**config.mk**
```make
export PLATFORM = sky130hd
export DESIGN_NAME = mem_port_arbiter
export DESIGN_NICKNAME = d
export VERILOG_FILES = /design/src/rtl/mem_port_arbiter.sv
export SDC_FILE = /design/constraint.sdc
export NUM_CORES = 1
export LEC_CHECK = 0
export ABC_AREA = 1
export CORE_MARGIN = 2
export CORE_UTILIZATION = 35
export CTS_CLUSTER_DIAMETER = 40
export CTS_CLUSTER_SIZE = 14
export DETAILED_ROUTE_END_ITERATION = 10
export HOLD_SLACK_MARGIN = 0.03
export PLACE_DENSITY = 0.75
export SLEW_MARGIN = 20
export SYNTH_ARGS = -nofsm -noshare
export SYNTH_HDL_FRONTEND = slang
export SYNTH_SLANG_ARGS = --single-unit
export TNS_END_PERCENT = 50
```
**constraint.sdc**
```tcl
create_clock -name clk -period 1.5 [get_ports clk]
set_input_delay 0.225 -clock clk [delete_from_list [all_inputs] [get_ports clk]]
set_output_delay 0.225 -clock clk [all_outputs]
set_load 0.1 [all_outputs]
```
**src/rtl/mem_port_arbiter.sv**
```systemverilog
// Round-robin arbiter sharing one single-port memory between the fetch and data
// requesters; one outstanding access at a time, fixed memory read latency.
module mem_port_arbiter #(
    parameter int ADDR_W  = 32,
    parameter int DATA_W  = 32,
    parameter int MEM_LAT = 2
) (
    input  logic                  clk,
    input  logic                  rst,
    // Handshake: a requester holds req (and its address/data fields) stable until
    // the cycle its gnt is high; gnt is a one-cycle acceptance. rvalid is a
    // one-cycle pulse to the owner with no back-pressure.
    input  logic                  i_req,
    input  logic [ADDR_W-1:0]     i_addr,
    output logic                  i_gnt,
    output logic                  i_rvalid,
    output logic [DATA_W-1:0]     i_rdata,
    input  logic                  d_req,
    input  logic                  d_we,
    input  logic [DATA_W/8-1:0]   d_mask,
    input  logic [ADDR_W-1:0]     d_addr,
    input  logic [DATA_W-1:0]     d_wdata,
    output logic                  d_gnt,
    output logic                  d_rvalid,
    output logic [DATA_W-1:0]     d_rdata,
    output logic                  mem_en,
    output logic [DATA_W/8-1:0]   mem_we,
    output logic [ADDR_W-1:0]     mem_addr,
    output logic [DATA_W-1:0]     mem_wdata,
    input  logic [DATA_W-1:0]     mem_rdata,
    output logic [1:0]            fsm_state
);

    localparam int CNT_W = 3;

    typedef enum logic [1:0] {
        ST_IDLE  = 2'd0,
        ST_ISSUE = 2'd1,
        ST_WAIT  = 2'd2,
        ST_RESP  = 2'd3
    } state_t;

    state_t           state;
    state_t           state_next;
    logic [CNT_W-1:0] cnt;
    logic             last_d;
    logic             own_d;
    logic             op_we;

    // Grants are gated by rst so nothing is accepted while reset is held.
    assign i_gnt = rst && (state == ST_IDLE) && i_req && (!d_req || last_d);
    assign d_gnt = rst && (state == ST_IDLE) && d_req && (!i_req || !last_d);

    assign fsm_state = state;

    always_ff @(posedge clk or negedge rst) begin
        if (!rst) begin
            state <= ST_IDLE;
        end else begin
            state <= state_next;
        end
    end

    always_comb begin
        state_next = state;
        case (state)
            ST_IDLE:  if (i_gnt || d_gnt) state_next = ST_ISSUE;
            ST_ISSUE: state_next = ST_WAIT;
            ST_WAIT:  if (cnt == '0) state_next = ST_RESP;
            ST_RESP:  state_next = ST_IDLE;
            default:  state_next = ST_IDLE;
        endcase
    end

    always_ff @(posedge clk or negedge rst) begin
        if (!rst) begin
            cnt       <= '0;
            last_d    <= 1'b0;
            own_d     <= 1'b0;
            op_we     <= 1'b0;
            mem_en    <= 1'b0;
            mem_we    <= '0;
            mem_addr  <= '0;
            mem_wdata <= '0;
            i_rvalid  <= 1'b0;
            i_rdata   <= '0;
            d_rvalid  <= 1'b0;
            d_rdata   <= '0;
        end else begin
            // Memory command and response pulses are single-cycle by default.
            mem_en    <= 1'b0;
            mem_we    <= '0;
            mem_addr  <= '0;
            mem_wdata <= '0;
            i_rvalid  <= 1'b0;
            d_rvalid  <= 1'b0;
            case (state)
                ST_IDLE: begin
                    if (d_gnt) begin
                        own_d     <= 1'b1;
                        op_we     <= d_we;
                        last_d    <= 1'b1;
                        mem_en    <= 1'b1;
                        mem_addr  <= d_addr;
                        mem_we    <= d_we ? d_mask : '0;
                        mem_wdata <= d_wdata;
                    end else if (i_gnt) begin
                        own_d     <= 1'b0;
                        op_we     <= 1'b0;
                        last_d    <= 1'b0;
                        mem_en    <= 1'b1;
                        mem_addr  <= i_addr;
                    end
                end
                ST_ISSUE: cnt <= CNT_W'(MEM_LAT - 1);
                ST_WAIT: begin
                    // Count 0 marks the cycle the macro presents read data.
                    if (cnt == '0) begin
                        if (own_d) begin
                            d_rvalid <= 1'b1;
                            d_rdata  <= op_we ? '0 : mem_rdata;
                        end else begin
                            i_rvalid <= 1'b1;
                            i_rdata  <= mem_rdata;
                        end
                    end else begin
                        cnt <= cnt - CNT_W'(1);
                    end
                end
                default: ;
            endcase
        end
    end

endmodule

```
# --- Word-level counts from Yosys, hierarchy flattened ---
# Index checks and enable logic that the tools add are counted.
classes:
  add_sub_neg: 1
  mul: 0
  div_mod_pow: 0
  order_cmp: 0
  n_eq_ne: 6
  shifts: 0
  mux: 26
  n_bitwise: 1
  n_reduce_logical: 20
ops:
  columns: ["operator", "n"]
  rows:
  - ["$mux 32", 6]
  - ["$mux 1", 12]
  - ["$mux 4", 3]
  - ["$pmux 2 s4", 1]
  - ["$pmux 3 s2", 1]
  - ["$reduce_and 2->1", 3]
  - ["$reduce_and 3->1", 2]
  - ["$logic_and 1x1->1", 5]
  - ["$eq 2x2->1 const B", 2]
  - ["$mux 2", 2]
  - ["$ne 2x2->1 const B", 2]
  - ["$reduce_bool 2->1", 2]
  - ["$logic_not 1->1", 3]
  - ["$logic_not 3->1", 1]
  - ["$logic_or 1x1->1", 3]
  - ["$mux 3", 1]
  - ["$sub 3x1->3 const B", 1]
  - ["$eq 2x1->1 const B", 1]
  - ["$logic_not 2->1", 1]
  - ["$ne 2x1->1 const B", 1]
  - ["$not 1->1", 1]
word_totals:
  register_bits: 142
  latch_bits: 0
  mem_bits_rw: 0
  romBits: 0
  word_cells: 66
  mem_count: 0

# --- Logic depth before layout (Yosys ltp) ---
logic_depth:
  word_depth: 7
  mapped_depth: 9
  depth_no_buf: 9

# --- Worst setup path before layout ---
# No wires, ideal clock.
synth_path:
  path_kind: "register to register"
  startpoint: "reg state[0], in the netlist fsm_state[0]"
  endpoint: "reg mem_addr[10]"
  arrival_time_ps: 2076
  setup_slack_ps: -695
  path_stages_with_launch: 8
  path_cell_list: "dfrtp_1 inv_1 ha_1 nand4_2 inv_2 buf_2 nand2_1 nand2_1"
synth_lines:
  columns: ["element", "line_no", "text"]
  rows:
  - ["start, declared", "43", "state_t state;"]
  - ["start signal, assigned", "60", "state <= state_next;"]
  - ["$logic_not 2->1", "52", "assign d_gnt = rst && (state == ST_IDLE) && d_req && (!i_req || !last_d);"]
  - ["$logic_and 1x1->1 (3 in series)", "52", null]
  - ["net d_gnt", "23", "output logic d_gnt,"]
  - ["$mux 32", "99", "if (d_gnt) begin"]
  - ["$mux 32", "97", "case (state)"]
  - ["end signal, assigned", "104", "mem_addr <= d_addr;"]
  - ["end signal, assigned", "112", "mem_addr <= i_addr;"]
  - ["end, declared", "28", "output logic [ADDR_W-1:0] mem_addr,"]
# The timed path passes the listed nets, and every way through them passes these cells.
# A chain may end at the register's enable or synchronous reset.

# --- Worst setup path in the final report ---
layout_path:
  startpoint: "reg state[0], in the netlist fsm_state[0]"
  endpoint: "out d_gnt"
layout_via:
  elab_chain_cells: 4
layout_rtl:
  columns: ["element", "line_no"]
  rows:
  - ["$logic_not 2->1", "52"]
  - ["$logic_and 1x1->1 (3 in series)", "52"]
  - ["end, declared", "23"]
# No other way between the ends.

==> metrics.txt <==
Maximum Capacitance Violations 0; Die X between 100 and 150 um; Clock Skews roughly 0.0075 ns; first-pass GRT wire length 25.83 mm; CORE AREA 15200 um2; FMAX between 0.5 and 0.6 GHz; crit path cell chain inv_4 > ha_4 > buf_4 > nand4_4 > inv_4 > buf_12; clock slew at reported path FFs roughly 0.06 ns; mean post-synth cell area 9.446 um2; Worst-Margin Slew between 0.6 and 0.7 ns; syn_nets 720; top cells by count, synth nand2_1 (240), dfrtp_1 (142), inv_1 (41), nor2_1 (37); Synth top area share ~65%; IO buf count approximately 280; ANT nets after route 0; largest family of logic cells by synthesized area simple AND/OR/NAND/NOR gates; Pre-Repair DR Iteration Count 4; DP Worst Slack -0.1989 ns; Slew Viols, Final 0; simple-gate area share of the yosys netlist between 20% and 30%; compound-cell area share of the yosys netlist 3.535%; CP startpoint fsm_state[0]; final count of hold timing violations 0; post-layout util 71.56%; Seq pwr share a little under a quarter; Yosys top cell by area dfrtp_1; critical path type reg -> out; Comb pwr share between 60 and 70%; VDD IR-drop max roughly 1.3 mV; Internal between 0.01 and 0.015 W; Worst Path Max Fanout 2; largest net degree at the start of global routing 95; status complete, but fails checks; Clock Latency Late Sink between 0.4 and 0.5 ns; mean number of vias per cell between 4 and 5; grt ovf 0; layout cells sized above 1 about 28%; initial antenna violation count 1; switching power ~0.014 W; Crit. path cell count 6; failing checks negative setup slack; worst r2r dst d_rdata[21]; Post-synth ARST share 100.0%; Top cell by count, worst path inv_4; Pwr Total 0.02722 W; initial cell density of the core between 30% and 40%; RSZ-0062 raised after global routing true; Clock Path Buffers 2; Sw Share 49.86%; area growth from synthesis to layout 99.59%; DRT iter0 DRCs about 230; CP peak stage delay ~0.48 ns; relative slew slack between 50% and 60%; Crit path required time 1.27 ns; Synth Area in XOR/XNOR 0%; Hold Startpoint d_wdata[17]; register area share after synthesis between 60% and 70%; hold slack roughly 0.33 ns; hpwl dp around 12 mm; Die Area 16590 um2; H-tree levels 4; Root Buffer Master clkbuf_16; minimum clock period after layout ~1.8 ns; Final setup viols about 110; r2r setup slk -0.22 ns; TritonCTS Buffers 17; Final Wtd Congestion 0.7903; Worst R2R Path Depth 9; synthesized flop and latch total ~140; post-synthesis mux area share 0%; worst-path cell with the longest stage delay dfrtp_4; DRC viols 0; CP top delay family flip-flops; Mapped Cells just under 600; clk sinks around 140; vias in the first global route 4873; worst path bufs/invs 4; Static Leakage 5.275 nW; distinct cell type count of the synthesized netlist 20; setup_tns -11.03 ns; most common cell in the netlist nand2_1; yosys warns 0; Die Ht about 130 um; ys flop type dfrtp_1; Clk network pwr share around 16%; fin crit share 121.4%; fin worst setup slack -0.3216 ns; hold crit path type in -> reg; synth top area cells dfrtp_1 (65%), nand2_1 (17%), nand3_1 (3.2%); gr usage total roughly a fifth; CP Data Arrival Time approximately 1.6 ns; final WL around 18 mm; Startpoint Class flop; Power Dens Cells between 2000 and 3000 nW/um2; Post-Synth Adder-Cell Area around 1.4%; CTS tree done; IO Pins 276; CP endpoint d_gnt; Via Count approximately 5000; nets between 1000 and 1500; Layout fillers 1003; number of flops mapped to enable cells by yosys 0; Critical Path End Type output pin; row cnt 45; routed length per instance ~16 um; r2r startpoint fsm_state[0]; Post-Syn Area 5450 um2
-- through the flow --
stage	cell area, um2	cells
after floorplan	5514	577
after global placement	9907	1032
after detailed placement	9907	1032
after CTS	10610	1070
after global routing	10880	1080
final	10880	1081
-- how the worst min path moves through the flow --
stage	end	slack [ns]	depth (start not counted)
6_report	mem_wdata[17]	0.33	3
4_1_cts	mem_wdata[21]	0.31	3
2_1_floorplan	cnt[0]	-0.07	0
3_3_place_gp	i_rdata[24]	0.34	2
3_5_place_dp	i_rdata[25]	0.35	2
5_1_grt	mem_wdata[17]	0.32	3
-- placed cells by master, fill, tap and decap left out, types with 3 or more instances in the layout --
cell type / n
buf_12: 146
buf_6: 5
nor2_1: 25
nand2_2: 3
clkbuf_16: 21
o21ai_1: 9
ha_4: 3
clkinv_2: 3
clkbuf_1: 5
nand3_1: 23
inv_4: 3
nand3_2: 12
inv_1: 39
buf_4: 20
o21ai_0: 27
nand2_1: 238
dfrtp_1: 140
nor2_2: 12
bufinv_16: 4
clkdlybuf4s50_1: 135
-- layout make-up --
class,count,area (um2),share of cell area [%]
multi-input combinational,362,1685,15.49
antenna,1,2.502,0.02300
tap,188,235.2,2.162
clock inverter,7,135.1,1.242
timing repair buffer,312,4606,42.34
inverter,45,181.4,1.668
sequential,142,3561,32.74
clock buffer,24,471.7,4.336
-- kinds of logic (layout without fill, tap and decap cells) --
family | count (synthesis) | after routing
compound gates | 38 | 38
fa+ha+maj | 6 | 6
buf+inv | 73 | 388
flops | 142 | 142
other cells | 0 | 1
simple gates | 318 | 318
-- registers in the layout, indices dropped and copies added, names as in the netlist --
name / flops
op_we: 1
cnt: 3
own_d: 1
i_rdata: 32
mem_wdata: 32
fsm_state: 2
mem_addr: 32
mem_en: 1
mem_we: 4
d_rdata: 32
d_rvalid: 1
i_rvalid: 1
-- metal layers --
layer | up-vias | global-route usage (%) | part of all wire [%]
li1 | 2374 | - | -
met1 | 2412 | 23.43 | 38
met2 | 182 | 35.29 | 53
met3 | 29 | 6.653 | 6.7
met4 | 0 | 7.481 | 2.2
met5 | - | 0 | 0
-- tightest hold or removal path, delay by kind of cell --
kind	cells	cell delay, ns
buffers and inverters	2	0.44
AND/OR/NAND/NOR	1	0.03
-- power groups by stage --
stage | registers, W | logic, W | clock network (W)
detailed placement | 0.00631 | 0.0162 | 0
global route | 0.00638 | 0.0172 | 0.00461
finish | 0.00626 | 0.0166 | 0.00436
CTS | 0.00626 | 0.0164 | 0.00446
global placement | 0.00627 | 0.0160 | 0
floorplan | 0.0138 | 0.00196 | 0
-- repair_timing --
item                                    4_1_cts  5_1_grt
endpoints found under the setup margin       66      138
pin swaps                                     4        2
setup buffers                                 6        5
cloned                                        0        6
hold buffers                                  1        0
endpoints found under the hold margin       142        0
gates resized for setup                      14       34
Power figures use the tool's default switching activity.
